--- src/rtl/instr_prefetch_if.sv ---
// rtl/instr_prefetch_if.sv - imem request/response and decode handshake signals of the prefetch unit
interface instr_prefetch_if;
  logic        imem_req;
  logic [31:0] imem_addr;
  logic [31:0] imem_rdata;
  logic        redirect_valid;
  logic [31:0] redirect_pc;
  logic        id_ready;
  logic        instr_valid;
  logic [31:0] instr;
  logic [31:0] instr_pc4;
  logic        halted;

  modport master (
    output imem_req, imem_addr, instr_valid, instr, instr_pc4, halted,
    input  imem_rdata, redirect_valid, redirect_pc, id_ready
  );

  modport slave (
    input  imem_req, imem_addr, instr_valid, instr, instr_pc4, halted,
    output imem_rdata, redirect_valid, redirect_pc, id_ready
  );
endinterface

--- src/rtl/instr_prefetch.sv ---
// rtl/instr_prefetch.sv - instruction prefetch FIFO between instruction RAM and ID with redirect flush
// Optional feature macro: PREFETCH_HALT_EN (stop fetching after an all-ones instruction word).
module instr_prefetch #(
  parameter int          DEPTH    = 4,
  parameter logic [31:0] RESET_PC = 32'h0000_0000
) (
  input logic              clk,
  input logic              rst_n,
  instr_prefetch_if.master bus
);
  localparam int PW = (DEPTH > 1) ? $clog2(DEPTH) : 1;
  localparam int CW = $clog2(DEPTH + 1);

  logic [31:0]   fetchPc;
  logic [31:0]   rspPc4;
  logic          rspPending;
  logic [PW-1:0] headPtr;
  logic [PW-1:0] tailPtr;
  logic [CW-1:0] count;
  logic [31:0]   instrMem [DEPTH];
  logic [31:0]   pc4Mem   [DEPTH];
  logic          haltedQ;
  logic          push;
  logic          pop;
  logic          issue;
  logic [CW:0]   occupancy;

  function automatic logic [PW-1:0] nextPtr(input logic [PW-1:0] p);
    return (p == PW'(DEPTH - 1)) ? '0 : p + PW'(1);
  endfunction

  // Occupancy counts the in-flight word so a returning response always has a free slot.
  assign pop       = bus.instr_valid && bus.id_ready;
  assign push      = rspPending && !haltedQ;
  assign occupancy = {1'b0, count} + (CW+1)'(rspPending) - (CW+1)'(pop);
  assign issue     = !haltedQ && !bus.redirect_valid && (occupancy < (CW+1)'(DEPTH));

  assign bus.imem_req    = issue;
  assign bus.imem_addr   = fetchPc >> 2;
  assign bus.instr_valid = (count != '0);
  assign bus.instr       = instrMem[headPtr];
  assign bus.instr_pc4   = pc4Mem[headPtr];
  assign bus.halted      = haltedQ;

  always_ff @(posedge clk) begin
    if (!rst_n) begin
      fetchPc    <= RESET_PC;
      rspPc4     <= '0;
      rspPending <= 1'b0;
      headPtr    <= '0;
      tailPtr    <= '0;
      count      <= '0;
    end else if (bus.redirect_valid) begin
      fetchPc    <= bus.redirect_pc & ~32'h3;
      rspPending <= 1'b0;
      headPtr    <= '0;
      tailPtr    <= '0;
      count      <= '0;
    end else begin
      if (issue) begin
        fetchPc    <= fetchPc + 32'd4;
        rspPc4     <= fetchPc + 32'd4;
        rspPending <= 1'b1;
      end else begin
        rspPending <= 1'b0;
      end

      if (push) begin
        instrMem[tailPtr] <= bus.imem_rdata;
        pc4Mem[tailPtr]   <= rspPc4;
        tailPtr           <= nextPtr(tailPtr);
      end
      if (pop) begin
        headPtr <= nextPtr(headPtr);
      end

      if (push && !pop) begin
        count <= count + CW'(1);
      end else if (pop && !push) begin
        count <= count - CW'(1);
      end

      fifoOverflow: assert (!(push && !pop && count == CW'(DEPTH)));
    end
  end

`ifdef PREFETCH_HALT_EN
  always_ff @(posedge clk) begin
    if (!rst_n || bus.redirect_valid) begin
      haltedQ <= 1'b0;
    end else if (push && bus.imem_rdata == 32'hFFFF_FFFF) begin
      haltedQ <= 1'b1;
    end
  end
`else
  assign haltedQ = 1'b0;
`endif
endmodule

--- src/flat_wrapper.sv ---
// flat-port wrapper written by rule: the top's interface ports become plain ports
module instr_prefetch_flat 
#(
  parameter int          DEPTH    = 4,
  parameter logic [31:0] RESET_PC = 32'h0000_0000
)
  (clk, rst_n, bus_imem_req, bus_imem_addr, bus_instr_valid, bus_instr, bus_instr_pc4, bus_halted, bus_imem_rdata, bus_redirect_valid, bus_redirect_pc, bus_id_ready);
  instr_prefetch_if bus_i ();
  input logic clk;
  input logic rst_n;
  output wire logic [$bits(bus_i.imem_req)-1:0] bus_imem_req;
  output wire logic [$bits(bus_i.imem_addr)-1:0] bus_imem_addr;
  output wire logic [$bits(bus_i.instr_valid)-1:0] bus_instr_valid;
  output wire logic [$bits(bus_i.instr)-1:0] bus_instr;
  output wire logic [$bits(bus_i.instr_pc4)-1:0] bus_instr_pc4;
  output wire logic [$bits(bus_i.halted)-1:0] bus_halted;
  input wire logic [$bits(bus_i.imem_rdata)-1:0] bus_imem_rdata;
  input wire logic [$bits(bus_i.redirect_valid)-1:0] bus_redirect_valid;
  input wire logic [$bits(bus_i.redirect_pc)-1:0] bus_redirect_pc;
  input wire logic [$bits(bus_i.id_ready)-1:0] bus_id_ready;
  assign bus_imem_req = bus_i.imem_req;
  assign bus_imem_addr = bus_i.imem_addr;
  assign bus_instr_valid = bus_i.instr_valid;
  assign bus_instr = bus_i.instr;
  assign bus_instr_pc4 = bus_i.instr_pc4;
  assign bus_halted = bus_i.halted;
  assign bus_i.imem_rdata = bus_imem_rdata;
  assign bus_i.redirect_valid = bus_redirect_valid;
  assign bus_i.redirect_pc = bus_redirect_pc;
  assign bus_i.id_ready = bus_id_ready;
  instr_prefetch #(.DEPTH(DEPTH), .RESET_PC(RESET_PC)) u_core (.clk(clk), .rst_n(rst_n), .bus(bus_i));
endmodule
--- config.mk ---
export PLATFORM = sky130hd
export DESIGN_NAME = instr_prefetch_flat
export DESIGN_NICKNAME = d
export VERILOG_FILES = /design/src/rtl/instr_prefetch_if.sv /design/src/rtl/instr_prefetch.sv /design/src/flat_wrapper.sv
export SDC_FILE = /design/constraint.sdc
export NUM_CORES = 1
export LEC_CHECK = 0
export ABC_CLOCK_PERIOD_IN_PS = 5480
export CAP_MARGIN = 15
export CORE_UTILIZATION = 44
export DETAILED_ROUTE_END_ITERATION = 12
export HOLD_SLACK_MARGIN = 0.1
export PLACE_DENSITY = 0.69
export SLEW_MARGIN = 20
export SYNTH_ARGS = -nofsm -noshare
export SYNTH_HDL_FRONTEND = slang
export SYNTH_SLANG_ARGS = --single-unit
--- constraint.sdc ---
create_clock -name clk -period 5.48 [get_ports clk]
set_input_delay 1.644 -clock clk [delete_from_list [all_inputs] [get_ports clk]]
set_output_delay 1.644 -clock clk [all_outputs]
set_load 0.02 [all_outputs]
==> results.rst, run 1 <==
.. list-table::
   :header-rows: 1

   * - Metric
     - Value
   * - Cell row count
     - 61
   * - Worst Min Path Start
     - u_core.headPtr[1]
   * - Fillers
     - 2,216
   * - TritonCTS buffer count
     - 31
   * - Fin nets
     - 1,014
   * - Pin count of the biggest net entering global routing
     - 58
   * - Area growth from synthesis to layout
     - 25.2%
   * - Post-synth top flop
     - edfxtp_1
   * - Clock root buffer
     - clkbuf_16
   * - Flop-to-flop setup slack
     - 2.29 ns
   * - Result of the run
     - complete, no violations
   * - Static leakage
     - 5.05 nW
   * - Final standard cell utilization of the core
     - 0.564
   * - Worst slew margin
     - 0.494
   * - Maximum level of the CTS H-tree
     - 1
   * - Number of antenna violations at the first check in global routing
     - 0
   * - Post-placement worst setup slack
     - -0.529 ns
   * - Overall track demand over capacity in global routing
     - 0.181
   * - Cell depth of the worst flop-to-flop path
     - 12
   * - Max Buffers Root-to-Sink
     - 3
   * - Wire length of the first global-routing pass
     - 40.5 mm
   * - Clock-pin slew on the worst setup and hold paths
     - 0.06 ns
   * - Synth unique cells
     - 55
   * - # hold bufs at CTS
     - 0
   * - CP required
     - 3.84 ns
   * - Total routed wirelength
     - 26.3 mm
   * - Part of the Yosys area used for sequential elements
     - 0.704
   * - Total congestion overflow after global routing
     - 0
   * - Final setup margin
     - 0.115 ns
   * - Weighted congestion at the end of routability-driven global placement
     - 0.817
   * - Area of the mapped netlist
     - 0.0126 mm^2
   * - Transition time at the pin with the least slew margin
     - 0.759 ns
   * - Average via count per standard cell
     - 5.45
   * - # placed instances
     - 1,279
   * - Synth Instances
     - 767
   * - Data arrival time of the critical path
     - 3.72 ns
   * - # diodes
     - 0
   * - Via count of the first global-routing pass
     - 7,255
   * - Average wire per standard cell
     - 19.7 um
   * - Ratio of total power to cell area
     - 364 mW/mm^2
   * - Count of final max-slew check failures
     - 0
   * - Area enclosed by the die boundary
     - 0.0293 mm^2
   * - Setup TNS
     - 0 ns
   * - Final worst-path cycle share
     - 0.979
   * - Crit Path Class
     - in2out
   * - Number of top-level pins
     - 167
   * - Min Clock Period, post-route
     - 5.36 ns
   * - Total chip power
     - 5.73 mW
   * - Die W
     - 171 um
   * - Clk Latency, worst-skew pair
     - 0.56 ns
   * - Largest fanout on the critical path
     - 3
   * - Worst reg2reg path endpoint
     - u_core.rspPc4[11]
   * - Antenna-violating nets left
     - 0
   * - Fraction of final layout cells with drive strength greater than 1
     - 0.160
   * - Setup skew after layout
     - 0.0157 ns
   * - Initial detailed-routing violation count
     - 513
   * - Placeable Area
     - 0.0279 mm^2
   * - Starting Density
     - 0.450
   * - Yosys warning count
     - 0
   * - Type of element launching the critical path
     - input pin
   * - CTS tree
     - done
   * - Sinks on the clock net
     - 318
   * - Async set-or-reset flop fraction in the synthesized netlist
     - 0
   * - Critical register-to-register path startpoint
     - u_core.count[1]
   * - Number of optimization iterations in the first detailed-route pass
     - 5
   * - Drc violations
     - 0
   * - Syn avg cell area
     - 16.4 um^2
   * - Depth of the worst hold-timing path
     - 2
   * - Cell Count, Final, Fillers Out
     - 1,338
   * - Number of input and output port buffers inserted
     - 159
   * - Hold Vio Cnt, Final
     - 0
   * - Fmax achieved
     - 0.186 GHz
   * - Endpoint kind of the worst setup timing path
     - output port
   * - Number of flops mapped to enable cells by yosys
     - 248
   * - Worst min path class
     - reg2reg
   * - DP HPWL
     - 16.8 mm
   * - Number of storage elements in the synthesis netlist
     - 318
   * - Setup repair after global routing missed its margin
     - false
   * - Routed via count
     - 7,298
   * - Die Y-Extent
     - 171 um
   * - Final Setup Violations
     - 0
   * - Number of max-cap violations
     - 0
   * - Worst vdd ir
     - 0.000238 V
==> cell usage after synthesis, types with 14 or more instances <==
| master | instances | share of area |
|---|---|---|
| o21ai_0 | 56 | 0.022 |
| a21oi_1 | 41 | 0.016 |
| xnor2_1 | 19 | 0.013 |
| inv_1 | 14 | 0.0042 |
| a31oi_1 | 15 | 0.0075 |
| mux4_2 | 62 | 0.11 |
| edfxtp_1 | 248 | 0.59 |
| xor2_1 | 14 | 0.0097 |
| nor2_1 | 36 | 0.011 |
| nand2_1 | 15 | 0.0045 |
| clkbuf_1 | 30 | 0.0090 |
| dfxtp_1 | 70 | 0.11 |
==> registers in the layout, summed over array words and instances (netlist names), named ones only <==
signal	flops
u_core.instrMem	128
u_core.pc4Mem	120
u_core.fetchPc	30
u_core.rspPc4	30
u_core.count	3
u_core.headPtr	2
u_core.tailPtr	2
u_core.push	1
==> power by group <==
part | total, mW | switching (mW) | internal [mW] | leakage [nW]
sequential | 2.87 | 0.126 | 2.75 | 2.83
clock | 2.17 | 0.878 | 1.30 | 0.511
combinational | 0.686 | 0.380 | 0.306 | 1.70
==> what timing repair did <==
action	4_1_cts	5_1_grt
setup buffers	1	0
pin swaps	1	2
setup endpoints to repair	1	1
resized for setup	6	2
==> area by class of cell <==
| type | count | area, um^2 | area share |
|---|---|---|---|
| clock buffers | 41 | 823 | 0.0523 |
| multi-input cells | 386 | 3460 | 0.220 |
| inverters | 15 | 56.3 | 0.00358 |
| well taps | 378 | 473 | 0.0300 |
| flip-flops and latches | 318 | 8850 | 0.562 |
| repair buffers | 183 | 1850 | 0.117 |
| clock inverters | 17 | 226 | 0.0144 |
==> critical path: stages <==
cell and delay [ns]:
clkdlybuf4s50_1 0.45, nand2_1 0.10, inv_2 0.08, ha_1 0.14, inv_1 0.04, ha_1 0.20
or4_4 0.52, a211oi_4 0.37, buf_6 0.17
==> worst max-delay path by stage <==
stage                       startpoint           end  slack, ns  depth (start not counted)
final                     bus_id_ready  bus_imem_req       0.12                          9
after global routing      bus_id_ready  bus_imem_req       0.03                          9
after CTS                 bus_id_ready  bus_imem_req       0.05                          9
after detailed placement  bus_id_ready  bus_imem_req      -0.53                          9
after global placement    bus_id_ready  bus_imem_req      -0.54                          9
after floorplan           bus_id_ready  bus_imem_req       0.26                         10
==> routing by layer <==
layer  vias up  part of all wire  GRT usage
met5         -                 0          0
met4         0             0.013     0.0431
li1       3369                 -          -
met1      3646              0.46      0.256
met3        27             0.060     0.0335
met2       256              0.47      0.291
==> through the flow <==
stage | instance area (um^2) | hold slack (ns)
floorplan | 12600 | 0.454
global placement | 14700 | 0.467
detailed placement | 14700 | 0.470
CTS | 15700 | 0.479
global route | 15700 | 0.518
finish | 15700 | 0.480
==> cell families after synthesis <==
logic type / after synthesis / synth area share
other cells: 1 / 0.000298
buf+inv: 67 / 0.0235
xor+xnor: 33 / 0.0230
simple gates: 127 / 0.0572
fa+ha+maj: 11 / 0.0115
flops: 318 / 0.704
mux: 66 / 0.114
compound gates: 144 / 0.0668
==> cell usage in the layout (no fill, tap or decap), types with 18 or more instances in the layout <==
master,count
dfxtp_1,68
o21ai_0,56
buf_4,18
mux4_2,62
edfxtp_1,248
a21oi_1,41
clkbuf_16,31
xnor2_1,19
nor2_1,36
clkdlybuf4s50_1,158
No activity file was read; power rests on OpenSTA's default activity.
==> inputs of run 2 (changes only) <==
--- a/config.mk
+++ b/config.mk
@@ -8,10 +8,10 @@
 export ABC_CLOCK_PERIOD_IN_PS = 5480
 export CAP_MARGIN = 15
 export CORE_UTILIZATION = 44
+export CTS_BUF_LIST = sky130_fd_sc_hd__clkbuf_2
 export DETAILED_ROUTE_END_ITERATION = 12
 export HOLD_SLACK_MARGIN = 0.1
 export PLACE_DENSITY = 0.69
-export SLEW_MARGIN = 20
 export SYNTH_ARGS = -nofsm -noshare
 export SYNTH_HDL_FRONTEND = slang
 export SYNTH_SLANG_ARGS = --single-unit
==> run 2 against run 1 <==
Compared with the run above: via count grew 4.4%; first-iteration DRC count shrank 16%; design area shrank 2.0%; critical path type unchanged.
==> results.rst, run 2 (same netlist as run 1, synthesis figures left out) <==
.. list-table::
   :header-rows: 1

   * - Metric
     - Value
   * - Global routing usage on met1
     - 0.248 (was 0.256)
   * - Overall track demand over capacity in global routing
     - 0.185 (was 0.181)
   * - Most frequent cell on the critical path
     - ha_1 (unchanged)
   * - Sw frac
     - 0.278 (was 0.241)
   * - # placed instances
     - 1,279 (unchanged)
   * - Met2 capacity usage during global routing
     - 0.292 (was 0.291)
   * - Ratio of total power to cell area
     - 332 mW/mm^2 (was 364 mW/mm^2)
   * - Largest incremental delay on the critical path
     - 0.52 ns (about the same)
   * - Sinks on the clock net
     - 318 (unchanged)
   * - Transition time at the pin with the least slew margin
     - 0.787 ns (was 0.759 ns)
   * - Combinational cell fraction of total power
     - 0.134 (was 0.120)
   * - Total routed wirelength
     - 26.7 mm (was 26.3 mm)
   * - Average via count per standard cell
     - 5.35 (was 5.45)
   * - Average wire per standard cell
     - 18.8 um (was 19.7 um)
   * - Number of antenna violations at the first check in global routing
     - 1 (was 0)
   * - Relative contribution of sequential cells to total power
     - 0.561 (was 0.501)
   * - Static leakage
     - 5.10 nW (was 5.05 nW)
   * - Cell row count
     - 61 (unchanged)
   * - Largest register by flop count
     - u_core.instrMem (unchanged)
   * - Hold Vio Cnt, Final
     - 0 (unchanged)
   * - Antenna-violating nets left
     - 0 (unchanged)
   * - Placeable Area
     - 0.0279 mm^2 (unchanged)
   * - Proportion of power drawn by the clock network
     - 0.305 (was 0.379)
   * - Number of max-cap violations
     - 0 (unchanged)
   * - DP HPWL
     - 16.8 mm (unchanged)
   * - Critical path, cell by cell
     - clkdlybuf4s50_1, nand2_1, inv_2, ha_1, inv_1, ha_1, or4_4, a211oi_4, buf_6 (unchanged)
   * - Die W
     - 171 um (unchanged)
   * - Kind of cell with the highest combined delay on the critical path
     - buffers and inverters (unchanged)
   * - Largest fanout on the critical path
     - 3 (unchanged)
   * - Crit Path Class
     - in2out (unchanged)
   * - Max stage delay cell, worst path
     - or4_4 (unchanged)
   * - Area growth from synthesis to layout
     - 22.7% (was 25.2%)
   * - Min Clock Period, post-route
     - 5.37 ns (was 5.36 ns)
   * - Most crowded layer after global routing
     - met2 (unchanged)
   * - Worst vdd ir
     - 0.000139 V (was 0.000238 V)
   * - Endpoint kind of the worst setup timing path
     - output port (unchanged)
   * - Wire length of the first global-routing pass
     - 41.2 mm (was 40.5 mm)
   * - Final worst-path cycle share
     - 0.980 (was 0.979)
   * - Total congestion overflow after global routing
     - 0 (unchanged)
   * - Data arrival time of the critical path
     - 3.72 ns (about the same)
   * - Result of the run
     - complete, no violations (unchanged)
   * - Number of flip-flops under the largest register name
     - 128 (unchanged)
   * - Type of element launching the critical path
     - input pin (unchanged)
   * - WP buf/inv
     - 4 (unchanged)
   * - Maximum level of the CTS H-tree
     - 3 (was 1)
   * - Number of top-level pins
     - 167 (unchanged)
   * - CP required
     - 3.84 ns (about the same)
   * - Design internal power
     - 3.69 mW (was 4.35 mW)
   * - Setup skew after layout
     - 0.0599 ns (was 0.0157 ns)
   * - Drc violations
     - 0 (unchanged)
   * - Setup repair after global routing missed its margin
     - false (unchanged)
   * - Worst min path class
     - reg2reg (unchanged)
   * - Met3 Usage GRT
     - 0.0500 (was 0.0335)
   * - Number of input and output port buffers inserted
     - 159 (unchanged)
   * - Fraction of final layout cells with drive strength greater than 1
     - 0.226 (was 0.160)
   * - Fmax achieved
     - 0.186 GHz (about the same)
   * - Weighted congestion at the end of routability-driven global placement
     - 0.817 (unchanged)
   * - Clock-pin slew on the worst setup and hold paths
     - 0.09 ns (was 0.06 ns)
   * - Count of final max-slew check failures
     - 0 (unchanged)
   * - Clock root buffer
     - clkbuf_2 (was clkbuf_16)
   * - Commonest non-fill, non-tap cell in the layout
     - edfxtp_1 (unchanged)
   * - Total chip power
     - 5.12 mW (was 5.73 mW)
   * - Die Y-Extent
     - 171 um (unchanged)
   * - Worst slew margin
     - 0.476 (was 0.494)
   * - TritonCTS buffer count
     - 80 (was 31)
   * - Cell Count, Final, Fillers Out
     - 1,425 (was 1,338)
   * - Highest-count cells in the layout ignoring fill and taps
     - 248 x edfxtp_1, 158 x clkdlybuf4s50_1, 123 x clkbuf_2, 68 x dfxtp_1, 62 x mux4_2 (was 248 x edfxtp_1, 158 x clkdlybuf4s50_1, 68 x dfxtp_1, 62 x mux4_2, 56 x o21ai_0)
   * - Fin nets
     - 1,063 (was 1,014)
   * - Area enclosed by the die boundary
     - 0.0293 mm^2 (unchanged)
   * - Via count of the first global-routing pass
     - 7,684 (was 7,255)
   * - Clk Latency, worst-skew pair
     - 0.84 ns (was 0.56 ns)
   * - Routed via count
     - 7,619 (was 7,298)
   * - Final Setup Violations
     - 0 (unchanged)
   * - Number of optimization iterations in the first detailed-route pass
     - 5 (unchanged)
   * - Starting Density
     - 0.450 (unchanged)
   * - Max Buffers Root-to-Sink
     - 3 (unchanged)
   * - Regs by FF count
     - u_core.instrMem x128, u_core.pc4Mem x120 (unchanged)
   * - Pin count of the biggest net entering global routing
     - 58 (unchanged)
   * - Initial detailed-routing violation count
     - 433 (was 513)
   * - CTS tree
     - done (unchanged)
   * - Net switching component of the power
     - 1.42 mW (was 1.38 mW)
run 2: final timing paths:
path	start	endpoint	slack [ns]	depth (start not counted)
setup reg to reg	u_core.count[0]	u_core.fetchPc[23]	2.28	13
setup / recovery	bus_id_ready	bus_imem_req	0.11	9
hold reg to reg	u_core.rspPc4[29]	u_core.pc4Mem[0][29]	0.46	0
hold / removal	u_core.rspPc4[29]	u_core.pc4Mem[0][29]	0.46	0
run 2: through the flow:
stage / setup TNS (ns) / setup slack [ns] / area (um^2) / hold slack, ns / util
2_1_floorplan: 0 / 0.256 / 12600 / 0.454 / -
3_3_place_gp: -0.537 / -0.537 / 14700 / 0.467 / 0.526
3_5_place_dp: -0.529 / -0.529 / 14700 / 0.470 / 0.526
4_1_cts: 0 / 0.0530 / 15400 / 0.442 / 0.552
5_1_grt: 0 / 0.0302 / 15400 / 0.467 / 0.553
6_report: 0 / 0.111 / 15400 / 0.463 / 0.553
run 2: cell type report:
cell class / instances / area, um^2
antenna: 1 / 2.50
clock buffer: 123 / 616
clock inverter: 21 / 124
fill: 2316 / 12500
inverter: 15 / 56.3
multi-input combinational: 386 / 3460
sequential: 318 / 8850
tap: 378 / 473
timing repair buffer: 183 / 1850
run 2: per-layer routing:
metal | vias up | part of all wire
li1 | 3520 | -
met1 | 3758 | 0.44
met3 | 50 | 0.072
met2 | 291 | 0.47
met4 | 0 | 0.018
met5 | - | 0
run 2: timing repair:
| action | CTS | global route |
|---|---|---|
| resized for setup | 6 | 2 |
| pin swaps | 1 | 2 |
| gates cloned | 0 | 0 |
| endpoints found under the setup margin | 1 | 1 |
| hold buffers | 0 | 0 |
| buffers inserted | 1 | 0 |
run 2: power by group through the flow:
stage	Combinational (mW)	Clock [mW]	Sequential [mW]
floorplan	0.393	0	2.89
global placement	0.667	0	2.92
detailed placement	0.677	0	2.92
CTS	0.686	1.63	2.87
global route	0.744	1.74	2.89
finish	0.685	1.56	2.87
